[config.mk]
export PLATFORM = sky130hd
export DESIGN_NAME = text_console_writer
export DESIGN_NICKNAME = d
export VERILOG_FILES = /design/src/rtl/text_console_writer_pkg.sv /design/src/rtl/text_console_writer.sv
export SDC_FILE = /design/constraint.sdc
export NUM_CORES = 1
export LEC_CHECK = 0
export BUFFER_PORTS_ARGS = -buffer_cell sky130_fd_sc_hd__buf_2
export CAP_MARGIN = 20
export CORE_UTILIZATION = 62
export DETAILED_ROUTE_END_ITERATION = 10
export GPL_TIMING_DRIVEN = 0
export PLACE_DENSITY_LB_ADDON = 0.08
export SYNTH_ARGS = -nofsm -noshare
export SYNTH_HDL_FRONTEND = slang
export SYNTH_SLANG_ARGS = --single-unit
[constraint.sdc]
create_clock -name clk -period 7.8 [get_ports clk]
set_input_delay 0.78 -clock clk [delete_from_list [all_inputs] [get_ports clk]]
set_output_delay 0.78 -clock clk [all_outputs]
set_load 0.01 [all_outputs]
[src/rtl/text_console_writer_pkg.sv]
// rtl/text_console_writer_pkg.sv - shared console constants, state and op types
package text_console_writer_pkg;

  localparam int DEF_COLS = 80;
  localparam int DEF_ROWS = 30;

  localparam logic [7:0] ASCII_BS    = 8'h08;
  localparam logic [7:0] ASCII_LF    = 8'h0A;
  localparam logic [7:0] ASCII_FF    = 8'h0C;
  localparam logic [7:0] ASCII_CR    = 8'h0D;
  localparam logic [7:0] ASCII_SPACE = 8'h20;

  typedef enum logic [1:0] {
    ST_IDLE,
    ST_WRITE,
    ST_SCROLL,
    ST_CLEAR
  } state_e;

  // What the one-cycle WRITE state commits to the cursor.
  typedef enum logic [2:0] {
    OP_CHAR,
    OP_LF,
    OP_CR,
    OP_BS,
    OP_FF
  } op_e;

  function automatic logic is_printable(input logic [7:0] b);
    return (b >= 8'h20) && (b <= 8'h7E);
  endfunction

endpackage

[src/rtl/text_console_writer.sv]
// rtl/text_console_writer.sv - byte stream to character memory writer with cursor and scroll
module text_console_writer
  import text_console_writer_pkg::*;
#(
  parameter int COLS = DEF_COLS,
  parameter int ROWS = DEF_ROWS,
  parameter int AW   = $clog2(COLS*ROWS)
) (
  input  logic                     clk,
  input  logic                     reset,
  input  logic                     char_valid,
  input  logic [7:0]               char_data,
  output logic                     char_ready,
  output logic                     mem_we,
  output logic [AW-1:0]            mem_waddr,
  output logic [7:0]               mem_wdata,
  output logic [AW-1:0]            mem_raddr,
  input  logic [7:0]               mem_rdata,
  output logic [$clog2(COLS)-1:0]  cursor_col,
  output logic [$clog2(ROWS)-1:0]  cursor_row,
  output logic                     busy
);

  localparam int CW    = $clog2(COLS);
  localparam int RW    = $clog2(ROWS);
  localparam int NCOPY = (ROWS-1)*COLS;
  localparam int LAST  = COLS*ROWS-1;

  state_e          state_q, state_d;
  op_e             op_q, op_d;
  logic [CW-1:0]   col_q, col_d;
  logic [RW-1:0]   row_q, row_d;
  logic [AW-1:0]   cnt_q, cnt_d;
  logic            we_q, we_d;
  logic [AW-1:0]   waddr_q, waddr_d;
  logic [7:0]      wdata_q, wdata_d;
  logic [AW-1:0]   raddr_q, raddr_d;
  logic            copy_q, copy_d;
  logic            go_scroll;
  logic [AW-1:0]   cur_addr;

  assign cur_addr = AW'(row_q) * AW'(COLS) + AW'(col_q);

  always_comb begin
    state_d   = state_q;
    op_d      = op_q;
    col_d     = col_q;
    row_d     = row_q;
    cnt_d     = cnt_q;
    we_d      = 1'b0;
    waddr_d   = waddr_q;
    wdata_d   = wdata_q;
    raddr_d   = raddr_q;
    copy_d    = 1'b0;
    go_scroll = 1'b0;
    unique case (state_q)
      ST_IDLE: begin
        if (char_valid) begin
          if (is_printable(char_data)) begin
            state_d = ST_WRITE;
            op_d    = OP_CHAR;
            we_d    = 1'b1;
            waddr_d = cur_addr;
            wdata_d = char_data;
          end else if (char_data == ASCII_LF) begin
            state_d = ST_WRITE;
            op_d    = OP_LF;
          end else if (char_data == ASCII_CR) begin
            state_d = ST_WRITE;
            op_d    = OP_CR;
          end else if (char_data == ASCII_FF) begin
            state_d = ST_WRITE;
            op_d    = OP_FF;
          end else if (char_data == ASCII_BS && col_q != '0) begin
            state_d = ST_WRITE;
            op_d    = OP_BS;
            we_d    = 1'b1;
            waddr_d = cur_addr - AW'(1);
            wdata_d = ASCII_SPACE;
          end
        end
      end
      ST_WRITE: begin
        state_d = ST_IDLE;
        case (op_q)
          OP_CHAR: begin
            if (col_q == CW'(COLS-1)) begin
              col_d = '0;
              if (row_q == RW'(ROWS-1)) go_scroll = 1'b1;
              else                      row_d = row_q + RW'(1);
            end else begin
              col_d = col_q + CW'(1);
            end
          end
          OP_LF: begin
            col_d = '0;
            if (row_q == RW'(ROWS-1)) go_scroll = 1'b1;
            else                      row_d = row_q + RW'(1);
          end
          OP_CR: col_d = '0;
          OP_BS: col_d = col_q - CW'(1);
          OP_FF: begin
            col_d   = '0;
            row_d   = '0;
            state_d = ST_CLEAR;
            we_d    = 1'b1;
            waddr_d = '0;
            wdata_d = ASCII_SPACE;
          end
          default: ;
        endcase
      end
      ST_SCROLL: begin
        // Read leads write by one cycle; cnt_q == NCOPY is the drain cycle of the last copy.
        if (cnt_q == AW'(NCOPY)) begin
          state_d = ST_CLEAR;
          we_d    = 1'b1;
          waddr_d = AW'(NCOPY);
          wdata_d = ASCII_SPACE;
          raddr_d = '0;
        end else begin
          we_d    = 1'b1;
          copy_d  = 1'b1;
          waddr_d = cnt_q;
          cnt_d   = cnt_q + AW'(1);
          raddr_d = raddr_q + AW'(1);
        end
      end
      ST_CLEAR: begin
        // Both the full clear and the post-scroll clear end on the last cell.
        if (waddr_q != AW'(LAST)) begin
          we_d    = 1'b1;
          waddr_d = waddr_q + AW'(1);
        end else begin
          state_d = ST_IDLE;
        end
      end
      default: state_d = ST_IDLE;
    endcase
    if (go_scroll) begin
      state_d = ST_SCROLL;
      cnt_d   = '0;
      raddr_d = AW'(COLS);
    end
  end

  always_ff @(posedge clk) begin
    if (reset) begin
      state_q <= ST_IDLE;
      op_q    <= OP_CHAR;
      col_q   <= '0;
      row_q   <= '0;
      cnt_q   <= '0;
      we_q    <= 1'b0;
      waddr_q <= '0;
      wdata_q <= '0;
      raddr_q <= '0;
      copy_q  <= 1'b0;
    end else begin
      state_q <= state_d;
      op_q    <= op_d;
      col_q   <= col_d;
      row_q   <= row_d;
      cnt_q   <= cnt_d;
      we_q    <= we_d;
      waddr_q <= waddr_d;
      wdata_q <= wdata_d;
      raddr_q <= raddr_d;
      copy_q  <= copy_d;
    end
  end

  assign char_ready = (state_q == ST_IDLE);
  assign busy       = !char_ready;
  assign mem_we     = we_q;
  assign mem_waddr  = waddr_q;
  assign mem_wdata  = copy_q ? mem_rdata : wdata_q;
  assign mem_raddr  = raddr_q;
  assign cursor_col = col_q;
  assign cursor_row = row_q;

endmodule

==> impl_metrics.ini <==
[run_status]
status = finished clean

[job]
drv_cap = 0

[routing]
via_per_inst = 6.064
initialDrtViolationCount = 272
wl_met3_um = 614
drc = 0
met2_length_um = 5310
wl_met1_um = 4788
routed_wirelength_um = 10900
post_drt_wl_per_cell_um = 15.79
postRouteAntennaNets = 0
drtPass1Iterations = 4
top_layer = met4
vias = 4184

[clocking]
clock_sinks = 63
insertion_delay_ns = 0.35
ctsResizeCount = 0
cts_tree = done
root_buffer = clkbuf_8
cts_buffer_depth = 2
post_cts_buffers = 0
htree_num_levels = 3
holdBufCountCts = 0
path_clk_slew_ns = 0.07
cts_inserted_buffers = 9

[synthesis]
synth_top_flop_cell = dfxtp_1
synth_nets = 575
ys_seq_area_share_pct = 29.29
synth_cell_type_count = 63
synth_edf_count = 0
ys.warnings.count = 0
synth_area_sq_um = 4307
ys_async_sr_fraction_pct = 0
syn_avg_cell_area_sq_um = 8.095
synthCells = 532
ys_seq_elements = 63

[worst_setup_path]
cp.required_ns = 8.06
critPathLaunchType = flip-flop
criticalPathCategory = flip-flop to flip-flop
path_max_fanout = 7
cp.arrival_ns = 3.41
cp-end-kind = flip-flop

[power]
worst_ir_drop_vdd_mv = 0.1394
pwr_density_cell_nw_per_um2 = 166.1
power_switching_mw = 0.2514
swShare_pct = 30.81
pwr-share-clk_pct = 34.3
power.internal_mw = 0.5647
comb_power_share_pct = 22.1
p_leak_nw = 2.157
pwr-share-seq_pct = 43.6

[timing]
fmax_mhz = 317.6
drv_slew = 0
hold_viol_final = 0
setup_viol = 0
fin_crit_ns = 3.149
clock_skew_ns = 0.01293
tightest_slew_ns = 0.7455
finalCritPeriodShare_pct = 40.37
maxSlewHeadroom_pct = 49.64
setup_tns_ns = 0
rsz0062_at_grt = no

[place]
post-place-cells = 676
gp_congestion = 0.9516
portBuffers = 64
dp_hpwl_um = 8081
placed_area_sq_um = 4727

[cells_and_area]
layout_common_cells = nor2_1 (66), buf_2 (64), dfxtp_1 (63)
layoutNonFillerInstCount = 690
final_net_count = 650
antenna_cells = 0
fill_cells = 557
finalInstanceArea_sq_um = 4912
area_growth_syn_to_layout_pct = 14.06
drive_gt1_share_pct = 18.85
final_common_cell = nor2_1

[grt]
antenna_found_initial = 0
grt_first_pass_wirelength_um = 18060
grt_max_degree = 11
grt_overflow_total = 0
grt_pass1_vias = 3789
grt_usage_pct = 30.84

[floorplanning]
coreArea_sq_um = 6756
dieArea_sq_um = 7284
io-pin-count = 66
die_y_um = 85.35
start_util_pct = 63.74
die_w_um = 85.35
rows = 30

[min_path]
hold_class = flip-flop to flip-flop
[final timing paths]
kind | slack (ns) | cells after the start | from | endpoint
setup / recovery | 4.65 | 10 | cursor_row[1]$_SDFFE_PP0P_ | mem_waddr[10]$_SDFFE_PP0P_
hold / removal | 0.46 | 2 | wdata_q[1]$_SDFFE_PP0P_ | wdata_q[1]$_SDFFE_PP0P_
setup reg to reg | 4.65 | 10 | cursor_row[1]$_SDFFE_PP0P_ | mem_waddr[10]$_SDFFE_PP0P_
hold reg to reg | 0.46 | 2 | wdata_q[1]$_SDFFE_PP0P_ | wdata_q[1]$_SDFFE_PP0P_
[cell families (layout without fill, tap and decap cells)]
kind of cell | Yosys count | after routing | synth area share, %
xor gates and xnor gates | 42 | 42 | 8.541
adders and majority gates | 24 | 24 | 7.321
buffers and inverters | 43 | 121 | 5.578
muxes | 15 | 15 | 3.719
AOI/OAI and AO/OA | 128 | 128 | 20.28
DFF | 63 | 63 | 29.29
and+or+nand+nor | 217 | 217 | 25.28
[final cells by class]
class	count	area [sq um]	share of cell area, %
buffer	28	183.9	3.744
clock buffer	10	137.6	2.802
clock inverter	4	47.55	0.9679
inverter	15	56.30	1.146
multi-input combinational	426	2805	57.11
sequential	63	1261	25.68
tap	80	100.1	2.038
timing repair buffer	64	320.3	6.521
[synthesized netlist by cell type, drive strengths merged (8+ instances only)]
master	n	share of area, %
and3	15	2.2
o21ai	20	2.3
inv	15	1.3
ha	22	6.4
nand4	8	1.2
nor3	11	1.3
xor2	24	4.9
dfxtp	63	29
xnor2	18	3.7
a211oi	8	1.4
nor2	66	5.8
mux2	8	2.1
clkbuf	26	3.9
a21oi	49	5.7
nand3	24	2.8
nand2	46	4.0
a221oi	10	2.0
[per-stage QoR]
| stage | worst slack (ns) | hold WS, ns | util [%] | power (mW) |
|---|---|---|---|---|
| 5_1_grt | 4.498 | 0.4725 | 72.70 | 0.8547 |
| 6_report | 4.651 | 0.4576 | 72.70 | 0.8161 |
| 2_1_floorplan | 4.813 | 0.4267 | - | 0.4869 |
| 3_3_place_gp | 4.573 | 0.4394 | 69.96 | 0.5353 |
| 4_1_cts | 4.657 | 0.4570 | 72.70 | 0.8172 |
| 3_5_place_dp | 4.589 | 0.4460 | 69.96 | 0.5401 |
[state kept, by name (all words and copies together), names as in the netlist]
signal and cells:
cnt_q 12, copy_q 1, cursor_col 7, cursor_row 5, mem_raddr 12, mem_waddr 12, mem_we 1, op_q 3
state_q 2, wdata_q 8
[critical path: stages (launching register included)]
cell and delay [ns]:
dfxtp_1 0.48, ha_1 0.29, ha_1 0.23, fa_1 0.62, nand2_1 0.10, or3_1 0.39, o221ai_1 0.25, nand2_1 0.10
xor2_1 0.15, a211o_2 0.34, a21oi_1 0.12
[metal layers]
metal | vias to the layer above | GRT usage [%]
met5 | - | 0
met4 | 0 | 8.182
met3 | 20 | 6.907
met2 | 151 | 51.91
met1 | 1946 | 40.00
li1 | 2067 | -
[power groups by stage]
stage	Combinational, mW	Sequential [mW]	Clock (mW)
6_report	0.181	0.356	0.280
5_1_grt	0.199	0.357	0.299
4_1_cts	0.180	0.354	0.283
3_5_place_dp	0.178	0.362	0
3_3_place_gp	0.175	0.361	0
2_1_floorplan	0.125	0.362	0
No activity file was read; power rests on OpenSTA's default activity.
